$ cat src/rtl/ras_stack.sv
// ras_stack: return-address stack for the JAL/JR link path.
//   clk, reset_n        : clock (rising edge), asynchronous active-low reset
//   push, pop           : JAL / JR retiring this cycle
//   superbit            : current supervisor/user mode bit
//   PCp4, radata        : link address source, JR source register data
//   top, valid, full    : predicted return address and occupancy flags
//   count               : number of valid entries, 0..DEPTH
//   overflow, underflow : one-cycle pulses for wrap-on-push and pop-on-empty
//   mispredict          : one-cycle pulse when the popped prediction missed
module ras_stack #(
    parameter int DEPTH = 8,
    localparam int AW = $clog2(DEPTH)
) (
    input  logic          clk,
    input  logic          reset_n,
    input  logic          push,
    input  logic          pop,
    input  logic          superbit,
    input  logic [31:0]   PCp4,
    input  logic [31:0]   radata,
    output logic [31:0]   top,
    output logic          valid,
    output logic          full,
    output logic [AW:0]   count,
    output logic          overflow,
    output logic          underflow,
    output logic          mispredict
);
    logic [31:0]   entry [DEPTH];
    logic [AW-1:0] ptr;
    logic [AW-1:0] tptr;
    logic [31:0]   pv;
    logic [31:0]   tgt;
    logic          miss;
    logic          unused;

    // PCp4[31] is replaced by the mode bit in the stored link address.
    assign unused = PCp4[31];
    assign tptr   = ptr - AW'(1);
    assign valid  = count != '0;
    assign full   = count == (AW+1)'(DEPTH);
    assign top    = valid ? entry[tptr] : '0;
    assign pv     = {superbit, PCp4[30:0]};
    // Same rule as the jump unit's JUMP_RA: supervisor may jump into user space.
    assign tgt    = (superbit && !radata[31]) ? radata : {superbit, radata[30:0]};
    assign miss   = top != tgt;

    always_ff @(posedge clk or negedge reset_n) begin
        if (!reset_n) begin
            for (int i = 0; i < DEPTH; i++) entry[i] <= '0;
            ptr        <= '0;
            count      <= '0;
            overflow   <= 1'b0;
            underflow  <= 1'b0;
            mispredict <= 1'b0;
        end else begin
            overflow   <= 1'b0;
            underflow  <= 1'b0;
            mispredict <= 1'b0;
            if (pop && !valid) begin
                underflow  <= 1'b1;
                mispredict <= 1'b1;
            end
            // A push on an empty stack behaves as a plain push even with pop.
            if (push && (!pop || !valid)) begin
                entry[ptr] <= pv;
                ptr        <= ptr + AW'(1);
                if (full) overflow <= 1'b1;
                else count <= count + 1'b1;
            end else if (pop && valid) begin
                mispredict <= miss;
                if (push) entry[tptr] <= pv;
                else begin
                    ptr   <= tptr;
                    count <= count - 1'b1;
                end
            end
        end
    end
endmodule

$ cat config.mk
export PLATFORM = sky130hd
export DESIGN_NAME = ras_stack
export DESIGN_NICKNAME = d
export VERILOG_FILES = /design/src/rtl/ras_stack.sv
export SDC_FILE = /design/constraint.sdc
export NUM_CORES = 1
export LEC_CHECK = 0
export BUFFER_PORTS_ARGS = -buffer_cell sky130_fd_sc_hd__buf_4
export CORE_MARGIN = 1
export CORE_UTILIZATION = 50
export DETAILED_ROUTE_END_ITERATION = 8
export GPL_TIMING_DRIVEN = 0
export PLACE_DENSITY = 0.77
export SYNTH_ARGS = -nofsm -noshare
export SYNTH_HDL_FRONTEND = slang
export SYNTH_SLANG_ARGS = --single-unit
$ cat constraint.sdc
create_clock -name clk -period 4.97 [get_ports clk]
set_input_delay 0.994 -clock clk [delete_from_list [all_inputs] [get_ports clk]]
set_output_delay 0.994 -clock clk [all_outputs]
set_load 0.05 [all_outputs]
# After elaboration in Yosys (flattened, before gate mapping)
# Index checks and enable logic that the tools add are counted.
dict set report word_totals {
  ff_bits 266
  latch_bits 0
  ram_bits 0
  romBits 0
  inputBits 69
  output_inout_bits 41
  word_cells 69
  memories 0
}
dict set report classes {
  add_sub_neg 4
  multipliers 0
  n_div 0
  magnitude_cmp 4
  n_eq_ne 4
  shift 0
  n_mux 26
  bitwise_logic 2
  reduce_logical 16
}
# cell n
set op_table {}
lappend op_table {{$mux 256} 3}
lappend op_table {{$bwmux 256} 2}
lappend op_table {{$demux 32 s3} 2}
lappend op_table {{$mux 32} 6}
lappend op_table {{$bmux 32 s3} 1}
lappend op_table {{$ne 32x32->1} 1}
lappend op_table {{$mux 4} 4}
lappend op_table {{$mux 3} 3}
lappend op_table {{$ge 4x4->1 const B} 2}
lappend op_table {{$lt 4x1->1 const B} 2}
lappend op_table {{$not 3->4} 2}
lappend op_table {{$logic_and 1x1->1} 6}
lappend op_table {{$mux 1} 5}
lappend op_table {{$add 4x1->4 const B} 1}
lappend op_table {{$eq 4x4->1 const B} 1}
lappend op_table {{$reduce_and 2->1} 2}
lappend op_table {{$reduce_bool 2->1} 2}
lappend op_table {{$reduce_bool 4->1} 1}
lappend op_table {{$sub 4x1->4 const B} 1}
lappend op_table {{$add 3x1->3 const B} 1}
lappend op_table {{$logic_not 1->1} 3}
lappend op_table {{$reduce_and 3->1} 1}
lappend op_table {{$sub 3x1->3 const B} 1}
lappend op_table {{$ne 2x1->1 const B} 1}
lappend op_table {{2 further kinds} 2}

# Longest topological paths before layout
# Gate-level depths: netlist of run 1.
dict set report depth {
  depth_word 10
  mapped_depth 14
  mapped_depth_nobuf 11
}

# Least setup slack after synthesis of run 1
# OpenSTA, ideal clock, no wires.
dict set report synth_path {
  kind {register -> output}
  from {register ptr[0]}
  to {output top[7]}
  arrival_time_ps 3269
  required_time_ps 3976
  path_slack_ps 707
  stages_incl_launch_ff 10
  n_path_buf 4
  path_cell_list {dfrtp_1 -> buf_4 -> buf_4 -> inv_1 -> ha_1 -> xnor2_2 -> buf_2 -> buf_2 -> nor2_4 -> a221oi_1}
}
dict set report synth_via {
  elab_chain_len 6
}
# element line
set synth_rtl {}
lappend synth_rtl {{from (decl)} 30} ;# logic [AW-1:0] ptr;
lappend synth_rtl {{from (signal assigned)} 67} ;# ptr <= ptr + AW'(1);
lappend synth_rtl {{from (signal assigned)} 74} ;# ptr <= tptr;
lappend synth_rtl {{$sub 3x1->3} 39} ;# assign tptr = ptr - AW'(1);
lappend synth_rtl {{named net tptr[0]} 31} ;# logic [AW-1:0] tptr;
lappend synth_rtl {{$not 3->4 (implied by the code)} 42} ;# assign top = valid ? entry[tptr] : '0;
lappend synth_rtl {{$bmux 32 s3} 42}
lappend synth_rtl {{$mux 32 (implied by the code) (2 in a row)} 42}
lappend synth_rtl {{$mux 32} 42}
lappend synth_rtl {{to (decl)} 21} ;# output logic [31:0] top,
# The timed path passes the listed nets, and every way through them passes these cells. The select of a mux whose other input is x is not followed.

# Worst setup path after layout of run 1
dict set report layout_path {
  from {register ptr[0]}
  to {output top[24]}
}
# Same word-level chain as after synthesis.

==> results of run 1 <==
[layer usage]
metal	global-route usage, %	vias to the layer above	share of wire [%]
met5	0	-	0
met4	10.98	0	3.3
met3	5.133	84	6.7
met2	41.87	302	47
met1	36.71	4428	43
li1	-	3666	-
[flip-flops by register name, indices dropped and copies added (netlist names)]
signal and cells:
overflow 1, ptr 3, mispredict 1, count 4, entry 256, underflow 1
[worst paths after layout]
kind | cells after the start | start | endpoint
min | 1 | reset_n | entry[147]
min in group clk | 1 | entry[27] | entry[27]
max reg2reg | 13 | ptr[0] | mispredict
max | 10 | ptr[0] | top[24]
min reg2reg | 1 | entry[27] | entry[27]
max in group asynchronous | 3 | reset_n | entry[232]
[worst register-to-register path: stages (launching register included)]
cell,delay (ps)
dfrtp_1,380
buf_4,210
buf_4,220
inv_1,260
ha_2,380
xor2_4,190
buf_4,270
nor2_2,600
nand2_1,100
and4_1,240
xnor2_1,580
nand4_1,410
nor4_1,360
a31oi_1,160
[what timing repair did]
item | 4_1_cts | 5_1_grt
setup endpoints to repair | 21 | 14
resized for setup | 6 | 9
buffers inserted | 0 | 0
hold buffers | 0 | 0
[cells in the final DEF (no fill, tap or decap), drive strengths merged, types with 6 or more instances in the layout]
cell / count
a31oi: 9
xor2: 6
xnor2: 30
clkbuf: 48
o21ai: 8
and3: 8
mux4: 31
inv: 9
nor2: 17
a21oi: 16
buf: 155
nand2: 58
mux2i: 55
dfrtp: 266
a22oi: 13
ha: 7
o22ai: 8
nand4: 6
mux2: 266
nand3: 11
[logic make-up (layout without fill, tap and decap cells)]
| group | Yosys count | count (layout) | share of synthesized area, % |
|---|---|---|---|
| AOI/OAI and AO/OA | 80 | 80 | 4.299 |
| buffers and inverters | 62 | 221 | 2.595 |
| and+or+nand+nor | 118 | 118 | 4.279 |
| xor gates and xnor gates | 36 | 36 | 2.673 |
| muxes | 352 | 352 | 33.22 |
| adders and majority gates | 8 | 8 | 0.8421 |
| DFF | 266 | 266 | 52.10 |
[final cells by class]
cell class / count / area, sq um
buffer: 52 / 307.8
clock buffer: 42 / 834.6
clock inverter: 8 / 115.1
fill: 1995 / 10050
inverter: 9 / 33.78
multi-input combinational: 594 / 5826
sequential: 266 / 6656
tap: 330 / 412.9
timing repair buffer: 110 / 873.3
[stage by stage]
stage	cell area [sq um]	instances	utilization (%)	worst slack, ps
after floorplan	12780	922	-	706.6
final	15060	1411	59.98	115.2
after CTS	15020	1411	59.83	81.74
after detailed placement	14060	1362	56.01	24.15
after global routing	15060	1411	59.98	25.93
after global placement	14000	1360	55.76	58.35
==> results.sh, run 1 <==
export IMPL_outcome="finished with violations"
export IMPL_failed_checks="design-rule violations"
export IMPL_crit_chain="buf_4, buf_4, inv_1, ha_2, xor2_4, buf_4, mux4_2, o21ai_0, a211oi_2, buf_4"
export IMPL_ant_nets=0
export IMPL_gp_congestion=0.8651
export IMPL_max_freq_mhz=206.0
export IMPL_hold_viol_final=0
export IMPL_grt_pass1_wl_um=52380
export IMPL_path_max_fanout=10
export IMPL_finalSetupTns_ps=0
export IMPL_finalMaxSlewViolations=0
export IMPL_synth_seq_cells=266
export IMPL_fp_row_count=58
export IMPL_cts_buffer_depth=3
export IMPL_grt_overflow_total=0
export IMPL_num_antenna_cells=0
export IMPL_io_buffers=108
export IMPL_seq_area_frac_synth_pct=52.10
export IMPL_synth_cell_types=49
export IMPL_async_flop_share_pct=100.0
export IMPL_area_growth_pct=17.86
export IMPL_drt_iter0_drc=701
export IMPL_routed_wl_um=33810
export IMPL_worst_slew_pin_slew_ps=914.8
export IMPL_route_detailed_drc=1
export IMPL_root_buffer="clkbuf_16"
export IMPL_drive_gt1_share_pct=46.07
export IMPL_min_path_type="in -> async"
export IMPL_netlist_top_cells_area="dfrtp_1 52%, mux2_2 23%, mux4_2 5.5%"
export IMPL_htreeDepth=1
export IMPL_fin_nets=1138
export IMPL_num_vias=8480
export IMPL_grt_max_degree=116
export IMPL_rsz0062_at_grt="no"
export IMPL_fin_skew_ps=10.49
export IMPL_slowest_delay_ps=520
export IMPL_critPathTopFamily="buffers and inverters"
export IMPL_cts_sinks=266
export IMPL_synthesis_area_sq_um=12780
export IMPL_cts_made_buffers=28
export IMPL_via_per_inst=6.010
export IMPL_grt_total_usage_pct=26.74
export IMPL_synth_largest_area_cell="dfrtp_1"
export IMPL_synth_edf_count=0
export IMPL_period_minus_slack_ps=4855
export IMPL_dpl_hpwl_um=22500
export IMPL_cp_arrival_ps=3860
export IMPL_cp_common_cell="buf_4"
export IMPL_synth_top_area_share_pct=52.10
export IMPL_max_slew_margin_pct=39.02
export IMPL_io_pins=110
export IMPL_maxCapViolations=0
export IMPL_initial_core_util_pct=50.89
export IMPL_antenna_found_initial=0
export IMPL_endpoint_kind="output port"
export IMPL_clkSlewWorstSetupHoldPaths_ps=60
export IMPL_insertion_delay_ps=550
export IMPL_slowest_stage="a211oi_2"
export IMPL_synth_ff_type="dfrtp_1"
export IMPL_synth_area_per_cell_sq_um=13.86
export IMPL_drt_pre_antenna_iters=7
export IMPL_ys_top_cells_by_count="266 x dfrtp_1, 266 x mux2_2, 58 x nand2_1, 55 x mux2i_1, 31 x mux4_2"
export IMPL_grt_pass1_vias=8801
export IMPL_path_class="reg -> out"
export IMPL_syn_nets=999
export IMPL_synth_warnings=0
export IMPL_cp_start_kind="flop"
export IMPL_die_w_um=161.9
export IMPL_post_drt_wl_per_cell_um=23.96
export IMPL_r2r_slack_ps=470
export IMPL_dieArea_sq_um=26200
export IMPL_whs_ps=386.5
export IMPL_synth_cells=922
export IMPL_die_height_um=161.9
export IMPL_setup_violations=0
export IMPL_crit_buf_inv=5
export IMPL_post_route_period_util_pct=97.68
export IMPL_cts_tree="yes"
export IMPL_cp_data_required_time_ps=3980
export IMPL_core_area_sq_um=25110
Power of run 1 is left out: the tool's default activity adds up to more than one toggle a clock period on the data nets, which glitch-free logic cannot reach.
==> inputs of run 2 (changes only) <==
Clock period 4.97 ns to 5.9 ns, I/O delays scaled along.
==> run 2 against run 1 <==
The run still ends with design-rule violations left. Non-clock buffer count is 1 higher. Sequential cell count unchanged. Sequential share of layout area is 0.14 points higher. Critical path depth shrank 1. Global-route usage is essentially flat. Via count unchanged. Largest cell class unchanged.
==> results.sh, run 2 (same netlist as run 1, synthesis figures left out) <==
export IMPL_largest_reg_flops=256
export IMPL_grt_pass1_wl_um=52360
export IMPL_area_growth_pct=17.50
export IMPL_layout_common_cells="266 x mux2_2, 266 x dfrtp_1, 123 x buf_4"
export IMPL_dieArea_sq_um=26200
export IMPL_cts_buffer_depth=3
export IMPL_n_fill_cell=2002
export IMPL_route_detailed_drc=1
export IMPL_cp_arrival_ps=4550
export IMPL_rsz0062_at_grt="no"
export IMPL_failed_checks="design-rule violations"
export IMPL_dpl_hpwl_um=22500
export IMPL_insertion_delay_ps=540
export IMPL_regArea_sq_um=6656
export IMPL_outcome="finished with violations"
export IMPL_ant_nets=0
export IMPL_post_route_period_util_pct=97.10
export IMPL_max_slew_margin_pct=12.85
export IMPL_routed_wl_um=33780
export IMPL_final_cells=1412
export IMPL_die_w_um=161.9
export IMPL_worst_slew_pin_slew_ps=1302
export IMPL_grt_max_degree=116
export IMPL_via_per_inst=6.006
export IMPL_path_max_fanout=10
export IMPL_io_pins=110
export IMPL_die_height_um=161.9
export IMPL_dp_cells=1362
export IMPL_fin_skew_ps=7.406
export IMPL_fin_nets=1139
export IMPL_cp_data_required_time_ps=4720
export IMPL_cp_start_kind="flop"
export IMPL_initial_core_util_pct=50.89
export IMPL_whs_ps=499.1
export IMPL_post_cts_buffers=0
export IMPL_finalSetupTns_ps=0
export IMPL_grt_overflow_total=0
export IMPL_core_area_sq_um=25110
export IMPL_num_vias=8480
export IMPL_endpoint_kind="output port"
export IMPL_multi_input_area_sq_um=5789
export IMPL_fp_row_count=58
export IMPL_cts_made_buffers=28
export IMPL_finalMaxSlewViolations=0
export IMPL_largestRegisters="entry: 256 flops, count: 4 flops, ptr: 3 flops"
export IMPL_postLayoutCellArea_sq_um=15010
export IMPL_grt_total_usage_pct=26.75
export IMPL_maxCapViolations=0
export IMPL_cts_tree="yes"
export IMPL_path_class="reg -> out"
export IMPL_min_path_type="reg -> reg"
export IMPL_setup_violations=0
export IMPL_period_minus_slack_ps=5729
export IMPL_grt_pass1_vias=8794
export IMPL_hold_buffers=0
export IMPL_drive_gt1_share_pct=45.10
export IMPL_drt_pre_antenna_iters=6
export IMPL_gp_congestion=0.8651
export IMPL_drt_iter0_drc=727
export IMPL_htreeDepth=1
export IMPL_clkSlewWorstSetupHoldPaths_ps=60
export IMPL_cts_sinks=266
export IMPL_num_antenna_cells=0
export IMPL_regMostFlops="entry"
export IMPL_max_freq_mhz=174.6
export IMPL_post_drt_wl_per_cell_um=23.92
export IMPL_place_area_sq_um=14060
export IMPL_hold_viol_final=0
export IMPL_cts_resized=0
export IMPL_root_buffer="clkbuf_16"
export IMPL_io_buffers=108
export IMPL_antenna_found_initial=0
## run 2: cell type report
class	count	area share, %
sequential	266	44.34
multi-input combinational	594	38.56
timing repair buffer	110	5.817
clock buffer	42	5.559
tap	330	2.750
buffer	53	1.984
clock inverter	8	0.7667
inverter	9	0.2250
## run 2: final timing paths
path	end	cells past startpoint	start	slack (ps)
min in group asynchronous	entry[147]	1	reset_n	570
max in group asynchronous	entry[232]	3	reset_n	4010
setup / recovery	top[24]	9	ptr[0]	170
hold / removal	entry[27]	1	entry[27]	500
setup reg to reg	mispredict	13	ptr[0]	930
hold reg to reg	entry[27]	1	entry[27]	500
## run 2: metrics by stage
stage,utilization [%],setup slack [ps]
2_1_floorplan,-,1451
3_3_place_gp,55.76,802.4
3_5_place_dp,56.01,768.2
4_1_cts,59.79,190.1
5_1_grt,59.79,66.68
6_report,59.79,171.3
## run 2: critical path: stages (launching register included)
cell and delay, ps:
dfrtp_1 350, buf_4 240, buf_4 260, inv_1 180
ha_1 390, clkbuf_1 510, clkbuf_1 700, o21ai_0 240
a211oi_1 790, buf_4 330
## run 2: layer usage
metal,up-vias,track usage [%],share of wire (%)
li1,3660,-,-
met1,4406,36.78,43
met2,328,42.00,47
met3,86,5.056,7.0
met4,0,10.68,3.7
met5,-,0,0
Power of run 2 is left out for the same reason.
